<file path="config.mk">
export PLATFORM = sky130hd
export DESIGN_NAME = inst_fetch
export DESIGN_NICKNAME = d
export VERILOG_FILES = /design/src/rtl/inst_fetch_pkg.sv /design/src/rtl/inst_fetch_buf.sv /design/src/rtl/inst_fetch.sv
export SDC_FILE = /design/constraint.sdc
export NUM_CORES = 1
export LEC_CHECK = 0
export ABC_AREA = 1
export CAP_MARGIN = 30
export CORE_UTILIZATION = 51
export CTS_CLUSTER_DIAMETER = 80
export CTS_CLUSTER_SIZE = 28
export DETAILED_ROUTE_END_ITERATION = 7
export PLACE_DENSITY = 0.79
export SLEW_MARGIN = 15
export SYNTH_ARGS = -nofsm -noshare
export SYNTH_HDL_FRONTEND = slang
export SYNTH_SLANG_ARGS = --single-unit
</file>
<file path="constraint.sdc">
create_clock -name clk -period 2.7 [get_ports clk]
set_input_delay 0.405 -clock clk [delete_from_list [all_inputs] [get_ports clk]]
set_output_delay 0.405 -clock clk [all_outputs]
set_load 0.02 [all_outputs]
</file>
<file path="src/rtl/inst_fetch_pkg.sv">
// Shared definitions for the instruction-fetch stage: bus widths, reset PC,
// NOP encoding, reset polarity and the fetch-buffer entry layout.
package inst_fetch_pkg;

    localparam int XLEN = 32;

    localparam logic [XLEN-1:0] RESET_PC_DEFAULT = 32'h0000_0000;
    localparam logic [XLEN-1:0] NOP_INST         = 32'h0000_0000;
    localparam logic [XLEN-1:0] PC_STEP          = 32'd4;

    // Reset is active-high and sampled on clk
    localparam logic RST_ACTIVE = 1'b1;

    // One fetch-buffer slot: address, returned word, and its tags
    typedef struct packed {
        logic [XLEN-1:0] pc;
        logic [XLEN-1:0] inst;
        logic            filled;
        logic            killed;
    } fetchEntry_t;

    // Sequential next PC, wrapping modulo 2^32
    function automatic logic [XLEN-1:0] nextPc(input logic [XLEN-1:0] pc);
        return pc + PC_STEP;
    endfunction

endpackage

</file>
<file path="src/rtl/inst_fetch_buf.sv">
// Circular tagged fetch buffer. Entries are allocated in request order,
// filled in response order (oldest unfilled first) and popped from the head.
// A kill marks every entry as squashed, optionally sparing the head slot.
// Killed entries still wait for their response so later responses land in
// the right slot.
module fetch_buf
    import inst_fetch_pkg::*;
#(
    parameter int DEPTH = 4,
    parameter int CW    = $clog2(DEPTH) + 1
) (
    input  logic            clk,
    input  logic            rst,
    input  logic            alloc_i,
    input  logic [XLEN-1:0] allocPc_i,
    input  logic            allocKilled_i,
    input  logic            fill_i,
    input  logic [XLEN-1:0] fillData_i,
    input  logic            pop_i,
    input  logic            kill_i,
    input  logic            keepHead_i,
    output logic [CW-1:0]   count_o,
    output logic            headReady_o,
    output logic            headKilled_o,
    output logic [XLEN-1:0] headPc_o,
    output logic [XLEN-1:0] headInst_o
);

    localparam int PW = $clog2(DEPTH);

    fetchEntry_t     entries_q [DEPTH];
    logic [PW-1:0]   headPtr_q;
    logic [PW-1:0]   tailPtr_q;
    logic [PW-1:0]   fillPtr_q;
    logic [CW-1:0]   count_q;
    logic [CW-1:0]   pending_q;
    logic            fillHit;
    logic            headFillNow;

    // A response only counts when some allocated entry is still waiting for one
    assign fillHit     = fill_i && (pending_q != '0);
    assign headFillNow = fillHit && (fillPtr_q == headPtr_q);

    // Head view, with the arriving word bypassed so it is usable the same cycle
    assign headReady_o  = (count_q != '0) && (entries_q[headPtr_q].filled || headFillNow);
    assign headKilled_o = entries_q[headPtr_q].killed;
    assign headPc_o     = entries_q[headPtr_q].pc;
    assign headInst_o   = entries_q[headPtr_q].filled ? entries_q[headPtr_q].inst : fillData_i;
    assign count_o      = count_q;

    // Pointer, occupancy and per-entry tag updates; allocation overrides a kill
    // on the tail slot so a same-cycle grant takes its own killed flag
    always_ff @(posedge clk) begin
        if (rst == RST_ACTIVE) begin
            headPtr_q <= '0;
            tailPtr_q <= '0;
            fillPtr_q <= '0;
            count_q   <= '0;
            pending_q <= '0;
            for (int i = 0; i < DEPTH; i++) begin
                entries_q[i].filled <= 1'b0;
                entries_q[i].killed <= 1'b0;
            end
        end else begin
            if (kill_i) begin
                for (int i = 0; i < DEPTH; i++) begin
                    if (!(keepHead_i && (PW'(i) == headPtr_q))) begin
                        entries_q[i].killed <= 1'b1;
                    end
                end
            end
            if (fillHit) begin
                entries_q[fillPtr_q].inst   <= fillData_i;
                entries_q[fillPtr_q].filled <= 1'b1;
                fillPtr_q <= fillPtr_q + 1'b1;
            end
            if (alloc_i) begin
                entries_q[tailPtr_q].pc     <= allocPc_i;
                entries_q[tailPtr_q].filled <= 1'b0;
                entries_q[tailPtr_q].killed <= allocKilled_i;
                tailPtr_q <= tailPtr_q + 1'b1;
            end
            if (pop_i) begin
                headPtr_q <= headPtr_q + 1'b1;
            end
            count_q   <= count_q + CW'(alloc_i) - CW'(pop_i);
            pending_q <= pending_q + CW'(alloc_i) - CW'(fillHit);
        end
    end

endmodule

</file>
<file path="src/rtl/inst_fetch.sv">
// Instruction-fetch stage: owns the fetch PC, issues req/gnt fetches, and
// presents {pc, inst, valid} from the fetch buffer to the IF/ID register.
// Build option DELAY_SLOT_EN: a taken branch spares the next instruction
// (MIPS delay slot) instead of squashing everything in flight.
module inst_fetch
    import inst_fetch_pkg::*;
#(
    parameter logic [XLEN-1:0] RESET_PC = RESET_PC_DEFAULT,
    parameter int              DEPTH    = 4
) (
    input  logic            clk,
    input  logic            rst,
    input  logic            stall,
    input  logic            br_taken,
    input  logic [XLEN-1:0] br_target,
    output logic            imem_req,
    output logic [XLEN-1:0] imem_addr,
    input  logic            imem_gnt,
    input  logic            imem_rvalid,
    input  logic [XLEN-1:0] imem_rdata,
    output logic [XLEN-1:0] if_pc,
    output logic [XLEN-1:0] if_inst,
    output logic            if_valid
);

    localparam int CW = $clog2(DEPTH) + 1;

    logic [XLEN-1:0] fpc_q, fpc_d;
    logic [CW-1:0]   bufCount;
    logic            bufFull;
    logic            rstOn;
    logic            grant;
    logic            pop;
    logic            allocKilled;
    logic            keepHead;
    logic            presentOk;
    logic            headReady;
    logic            headKilled;
    logic [XLEN-1:0] headPc;
    logic [XLEN-1:0] headInst;

    assign rstOn   = (rst == RST_ACTIVE);
    assign bufFull = (bufCount == CW'(DEPTH));

    // Full is judged on registered occupancy, so a same-cycle pop does not reopen req
    assign imem_req  = !rstOn && !bufFull;
    assign imem_addr = fpc_q;
    assign grant     = imem_req && imem_gnt;

    assign if_valid = !rstOn && headReady && !headKilled && presentOk;
    assign if_pc    = if_valid ? headPc : '0;
    assign if_inst  = if_valid ? headInst : NOP_INST;

    // Killed heads that have their word are dropped without being presented
    assign pop = (if_valid && !stall) || (headReady && headKilled);

`ifdef DELAY_SLOT_EN
    logic            bufEmpty;
    logic            dsPend_q, dsPend_d;
    logic [XLEN-1:0] dsTarget_q, dsTarget_d;

    assign bufEmpty    = (bufCount == '0);
    assign keepHead    = 1'b1;
    assign presentOk   = 1'b1;
    assign allocKilled = br_taken && !bufEmpty;

    // Next fetch PC: with an empty buffer the branch waits for one more grant
    // (the delay slot) before jumping; otherwise the head is the delay slot
    always_comb begin
        fpc_d      = fpc_q;
        dsPend_d   = dsPend_q;
        dsTarget_d = dsTarget_q;
        if (grant) begin
            fpc_d = nextPc(fpc_q);
        end
        if (br_taken) begin
            if (bufEmpty && !grant) begin
                dsPend_d   = 1'b1;
                dsTarget_d = br_target;
            end else begin
                fpc_d    = br_target;
                dsPend_d = 1'b0;
            end
        end else if (dsPend_q && grant) begin
            fpc_d    = dsTarget_q;
            dsPend_d = 1'b0;
        end
    end

    // Pending delay-slot redirect state
    always_ff @(posedge clk) begin
        if (rstOn) begin
            dsPend_q   <= 1'b0;
            dsTarget_q <= '0;
        end else begin
            dsPend_q   <= dsPend_d;
            dsTarget_q <= dsTarget_d;
        end
    end
`else
    assign keepHead    = 1'b0;
    assign presentOk   = !br_taken;
    assign allocKilled = br_taken;

    // Next fetch PC: a redirect wins over sequential advance
    always_comb begin
        fpc_d = fpc_q;
        if (br_taken) begin
            fpc_d = br_target;
        end else if (grant) begin
            fpc_d = nextPc(fpc_q);
        end
    end
`endif

    // Fetch PC register
    always_ff @(posedge clk) begin
        if (rstOn) begin
            fpc_q <= RESET_PC;
        end else begin
            fpc_q <= fpc_d;
        end
    end

    fetch_buf #(
        .DEPTH (DEPTH),
        .CW    (CW)
    ) u_buf (
        .clk           (clk),
        .rst           (rst),
        .alloc_i       (grant),
        .allocPc_i     (fpc_q),
        .allocKilled_i (allocKilled),
        .fill_i        (imem_rvalid),
        .fillData_i    (imem_rdata),
        .pop_i         (pop),
        .kill_i        (br_taken),
        .keepHead_i    (keepHead),
        .count_o       (bufCount),
        .headReady_o   (headReady),
        .headKilled_o  (headKilled),
        .headPc_o      (headPc),
        .headInst_o    (headInst)
    );

endmodule
</file>
==> results.md, run 1 <==
* CP delay by family, top: buffers and inverters
* Area growth syn-to-layout at 18.2%
* WL/cell at about 18 um
* Min Hold Slack at 437 ps
* Main combinational cell family by area after synthesis: simple AND/OR/NAND/NOR gates
* CP most frequent cell: nand2_4
* Post-synth EDFFs at between 200 and 300
* CP Buf/Inv Count at 3
* Final Hold Fails at 0
* Post-Synth Simple-Gate Area at 0.182
* Vias in the first global route at around 11000
* Synthesized instance count at 1466
* CTS Hold Bufs at 0
* Core area at 27000 sq um
* Fmax at about 380 MHz
* RD Place Congestion at around 0.89
* Placed cell count at a little under 2000
* Drt via density at between 5 and 6
* CTS tree: done
* Number of antenna violations at the first check in global routing at 2
* Most frequent cells in the layout: nor2_1, edfxtp_1, nand2_1, a21oi_1, o21ai_0
* Iteration-0 DRC Markers at 1107
* Tmin final at approximately 2700 ps
* Pwr dens at ~640 nW/um^2
* Pin count of the biggest net entering global routing at 55
* CP Launch Type: register
* Routed Antenna Nets at 0
* Yosys warning count at 0
* CP max stage delay at 410 ps
* Layout net count at roughly 1700
* # IOs at ~170
* Yosys reg bits at between 300 and 400
* Global-route wire length before repair at about 56000 um
* Seq/Total Area, Yosys at 0.627
* Die H at around 170 um
* Syn Nets at between 1500 and 2000
* Synth Area in Compound Gates at 0.116
* Worst path slowest cell: dfxtp_4
* Starting density of the core at 0.521
* Adder-cell share of the synthesized area at 0.0144
* Status: finished clean
* Site Rows at 60
* Main synth FF type: edfxtp_1
* Mapped cell area at 14000 sq um
* CP Cell Sequence: inv_6 -> nand2_1 -> nand3_1 -> nand2_4 -> nand2_4 -> nand4_4 -> buf_12 -> a21oi_1 -> clkdlybuf4s15_2
* Final setup fails at 0
* XOR/XNOR share of the synthesized area at 0.00687
* Area leader, netlist: edfxtp_1
* Final period utilization at 0.983
* TNS Setup at 0 ps
* DRT Pass-1 Iters at 5
* Overall routing resource usage at 0.255
* Synth cell types at 33
* IO Port Bufs at 167
* P_leak at 6.52 nW
* Commonest non-fill, non-tap cell in the layout: nor2_1
* Final slew viol count at 0
* Die Wd at approximately 170 um
* Worst Setup End Kind: output pin
* Top cell type's share of synthesized area at 0.554
* Number of vias in the routed layout at between 10000 and 15000
* Clk buf depth at 3
* Clock latency on the worst-skew pair at 520 ps
* CTS Root Cell: clkbuf_16
* Post-DP HPWL at between 20000 and 25000 um
* Mux cell area share after synthesis at 0
* Fillers at ~2200
* Reg clk slew, reported paths at 100 ps
* Setup WS post-layout at 44.6 ps
* Synth area leaders: edfxtp_1, nor2_1, dfxtp_1
* Residual DRC count at 0
* Crit Path Category: register to output pin
* Post-synth ARST share at 0
* Area of the die at approximately 28000 sq um
* TritonCTS Buffers at 15
* Layout cells sized above 1 at 0.0968
* Avg Inst Size Synth at approximately 9.6 sq um
* Max-cap viol count at 0
* Non-Filler Instances at approximately 2000
* Drt total wl at ~36000 um
* Post-Place Setup Slack at -245 ps
* RSZ-0062 raised after global routing: yes
* Worst Clk Skew at 31.7 ps
* Grt ovf at 0
* Hold Crit Class: input pin to register
* Max VDD drop at between 0.4 and 0.5 mV
* Slew HR at 0.549
* Diodes inserted at 0
* H-tree depth at 1
* Slew @ Worst Pin at slightly below 700 ps
* Crit path DAT at 2250 ps
* Crit-path max FO at 29
* Required time of the critical path at 2300 ps
* Final Util at 0.615
* Clock sink count at between 300 and 400
[power breakdown]
group	switching (mW)	internal, mW	total, mW
combinational	1.52	0.841	2.36
clock	1.48	1.07	2.54
sequential	0.206	5.52	5.73
[tightest hold or removal path, delay by kind of cell]
family	cells	cell delay, ps
buffers and inverters	1	400
AND/OR/NAND/NOR	2	100
[logic make-up (layout without fill, tap and decap cells)]
kind of cell             Yosys count  in the layout
buffers and inverters            176            342
flip-flops                       310            310
AO/OA/AOI/OAI                    302            302
adder cells (fa/ha/maj)           15             15
XOR/XNOR                          11             11
AND/OR/NAND/NOR                  652            652
[area by class of cell]
class | instances | area (sq um) | share of cell area
tap | 341 | 427 | 0.0257
clock inverter | 4 | 33.8 | 0.00204
multi-input combinational | 980 | 4530 | 0.273
clock buffer | 21 | 398 | 0.0240
timing repair buffer | 222 | 2030 | 0.123
sequential | 310 | 8800 | 0.531
inverter | 95 | 362 | 0.0218
[synth_stat cells, types with 2 or more instances]
cell      number
buf_2         19
nor2_1       358
nand4_1        7
buf_4          2
nand3_2        2
a22oi_1       33
o21ai_0      118
a21oi_1      127
nand2_1      248
ha_1          13
inv_2          3
edfxtp_1     259
buf_6          8
clkbuf_1      42
buf_1         10
fa_1           2
nand3_1       32
o21bai_1       3
dfxtp_1       51
xnor2_1        3
a31oi_1        8
o21ai_1        9
a22o_1         2
inv_1         91
xor2_1         8
[metrics by stage]
stage	power, mW	cell area [sq um]
6_report	10.6	16600
5_1_grt	11.1	16600
4_1_cts	10.6	16800
3_5_place_dp	8.13	16300
3_3_place_gp	8.05	16300
2_1_floorplan	7.23	14000
[per-layer routing]
layer,global-route usage,share of wire,vias to the layer above
met5,0,0.00074,-
met4,0.0866,0.029,4
met3,0.0376,0.090,62
met2,0.425,0.48,537
met1,0.343,0.40,5301
li1,-,-,5240
[final timing paths]
check,start,slack [ps],depth (start not counted),endpoint
max,register,40,9,if_pc[17]
min,br_target[28],440,3,imem_addr[28]
max reg2reg,register,180,15,u_buf.count_o[2]
min reg2reg,u_buf.pending_q[2],450,1,u_buf.pending_q[2]
[state kept, by name, summed over array words and instances (netlist names), named ones only]
register / cells
u_buf.headPtr_q: 2
u_buf.fillPtr_q: 2
u_buf.count_o: 3
imem_addr: 32
u_buf.pending_q: 3
u_buf.tailPtr_q: 2
u_buf.entries_q: 264
[repair_timing]
| item | in CTS | in global routing |
|---|---|---|
| buffers inserted | 0 | 0 |
| cloned | 1 | 0 |
| endpoints found under the setup margin | 65 | 63 |
| resized for setup | 127 | 91 |
Note: power is estimated with default switching activity, not from simulation.
==> run 2, diff against run 1 <==
--- a/config.mk
+++ b/config.mk
@@ -7,11 +7,11 @@
 export LEC_CHECK = 0
 export ABC_AREA = 1
 export CAP_MARGIN = 30
-export CORE_UTILIZATION = 51
+export CORE_UTILIZATION = 56
 export CTS_CLUSTER_DIAMETER = 80
 export CTS_CLUSTER_SIZE = 28
 export DETAILED_ROUTE_END_ITERATION = 7
-export PLACE_DENSITY = 0.79
+export PLACE_DENSITY = 0.82
 export SLEW_MARGIN = 15
 export SYNTH_ARGS = -nofsm -noshare
 export SYNTH_HDL_FRONTEND = slang
==> constraint.sdc (replaced) <==
create_clock -name clk -period 2.9 [get_ports clk]
set_input_delay 0.435 -clock clk [delete_from_list [all_inputs] [get_ports clk]]
set_output_delay 0.435 -clock clk [all_outputs]
set_load 0.02 [all_outputs]
==> results.md, run 2 (synthesis results as in run 1) <==
* Final setup fails at 0 (unchanged)
* Pin count of the biggest net entering global routing at 84 (+53%)
* Layout cells sized above 1 at 0.0519 (-0.0450)
* Vias in the first global route at 10571 (+0.66%)
* Fillers at 1823 (-17%)
* IO Port Bufs at 167 (unchanged)
* R2r worst-path depth at 15 (unchanged)
* Hold Crit Class: input pin to register
* Die H at 160 um (-4.5%)
* Worst Hold Launch: br_target[30]
* Placed cell count at 1919 (-1.4%)
* Layout net count at 1698 (-0.64%)
* Worst Setup End Kind: output pin
* Starting density of the core at 0.574 (+0.0530)
* CP Launch Type: register
* Reg2reg end: u_buf.count_o[2]
* CTS Root Cell: clkbuf_16
* Slew @ Worst Pin at 629 ps (-46.4 ps)
* P_leak at 6.75 nW (+3.4%)
* Reg-to-reg setup timing slack at 400 ps (+220 ps)
* Max Used Layer: met4
* Clock sink count at 310 (unchanged)
* Routed Antenna Nets at 0 (unchanged)
* TritonCTS Buffers at 15 (unchanged)
* Grt ovf at 0 (unchanged)
* Setup WS post-layout at 145 ps (+101 ps)
* Clock latency on the worst-skew pair at 500 ps (-20 ps)
* WL/cell at 18.2 um (-0.93%)
* Max reg flops at 264 (unchanged)
* Met3 wire length at 3060 um (-6.4%)
* Non-Filler Instances at 1944 (-1.5%)
* Drt via density at 5.68 (+0.63%)
* Area of the die at 25700 sq um (-8.8%)
* Site Rows at 57 (-5.0%)
* Min Hold Slack at 476 ps (+38.9 ps)
* Required time of the critical path at 2470 ps (+170 ps)
* Final Hold Fails at 0 (unchanged)
* Crit Path Category: register to output pin
* Pwr dens at 594 nW/um^2 (-7.4%)
* Sequential cell area at 8800 sq um (unchanged)
* Residual DRC count at 0 (unchanged)
* Post-Place Setup Slack at -48.2 ps (+197 ps)
* Die Wd at 160 um (-4.5%)
* Area of the multi-input gates at 4520 sq um (-0.14%)
* Area growth syn-to-layout at 19.0%
* Commonest non-fill, non-tap cell in the layout: nor2_1
* Diodes inserted at 0 (unchanged)
* CTS tree: done
* Drt total wl at 35400 um (-2.4%)
* Number of vias in the routed layout at 11049 (-0.85%)
* RD Place Congestion at 0.912 (+2.3%)
* Final period utilization at 0.950
* Worst setup path endpoint: if_inst[14]
* RSZ-0062 raised after global routing: no
* Met2 wire length at 17300 um (-0.33%)
* Most frequent cells in the layout: nor2_1, edfxtp_1, nand2_1, a21oi_1, o21ai_0
* Max VDD drop at 0.430 mV (+5.6%)
* Most flops, register: u_buf.entries_q
* Post-CTS setup buffers at 0 (unchanged)
* Global-route wire length before repair at 55700 um (-0.86%)
* Overall routing resource usage at 0.276 (+0.0205)
* Slew HR at 0.580 (+0.0310)
* Iteration-0 DRC Markers at 1204 (+8.8%)
* H-tree depth at 1 (unchanged)
* Core area at 24500 sq um (-9.2%)
* Worst Clk Skew at 14.3 ps (-17.3 ps)
* Fmax at ~360 MHz
* Tmin final at 2750 ps
* # IOs at 168 (unchanged)
* Status: finished clean
* Number of antenna violations at the first check in global routing at 0 (-2)
* Clk buf depth at 3 (unchanged)
* Wl on met1 at 14100 um (-2.9%)
* Crit path DAT at 2320 ps (+70 ps)
* DRT Pass-1 Iters at 6 (+1)
* Reg clk slew, reported paths at 110 ps (about the same)
* Post-DP HPWL at 23000 um (-0.84%)
* Max-cap viol count at 0 (unchanged)
* Crit-path max FO at 83 (+190%)
* Final slew viol count at 0 (unchanged)
run 2: layer usage:
layer	GRT usage	vias up
li1	-	5215
met1	0.373	5224
met2	0.462	560
met3	0.0333	50
met4	0.0970	0
met5	0	-
run 2: how the worst min path moves through the flow:
stage,depth (start not counted),endpoint
after global placement,1,u_buf.pending_q[2]
after floorplan,1,u_buf.pending_q[2]
after detailed placement,2,u_buf.entries_q[3][1]
after CTS,2,u_buf.entries_q[3][1]
final,3,imem_addr[30]
after global routing,3,imem_addr[30]
run 2: what timing repair did:
item	CTS	global route
endpoints found under the hold margin	0	0
setup endpoints to repair	64	6
resized for setup	64	11
hold buffers	0	0
run 2: report_power, final:
group	internal (mW)	switching, mW	total, mW
registers	5.14	0.192	5.34
clock network	1.08	1.37	2.45
logic	0.749	1.39	2.13
run 2: per-stage QoR:
| stage | power, mW | setup TNS, ps | area [sq um] | utilization |
|---|---|---|---|---|
| final | 9.92 | 0 | 16700 | 0.683 |
| after CTS | 9.88 | -249 | 16600 | 0.680 |
| after global placement | 7.45 | -14.7 | 16200 | 0.661 |
| after global routing | 10.3 | 0 | 16700 | 0.683 |
| after detailed placement | 7.55 | -48.2 | 16300 | 0.664 |
| after floorplan | 6.73 | 0 | 14000 | - |
run 2: layout make-up:
cell class	instances	area share
multi-input combinational	980	0.271
clock buffer	20	0.0236
timing repair buffer	211	0.130
sequential	310	0.527
inverter	95	0.0215
tap	324	0.0243
clock inverter	4	0.00345
run 2: critical path: stages, from the launching register on:
cell and delay [ps]:
dfxtp_4 410, inv_4 140, buf_16 310, nand2_1 120
a22oi_1 230, o21ai_0 110, nor2_1 130, dlygate4sd2_1 340
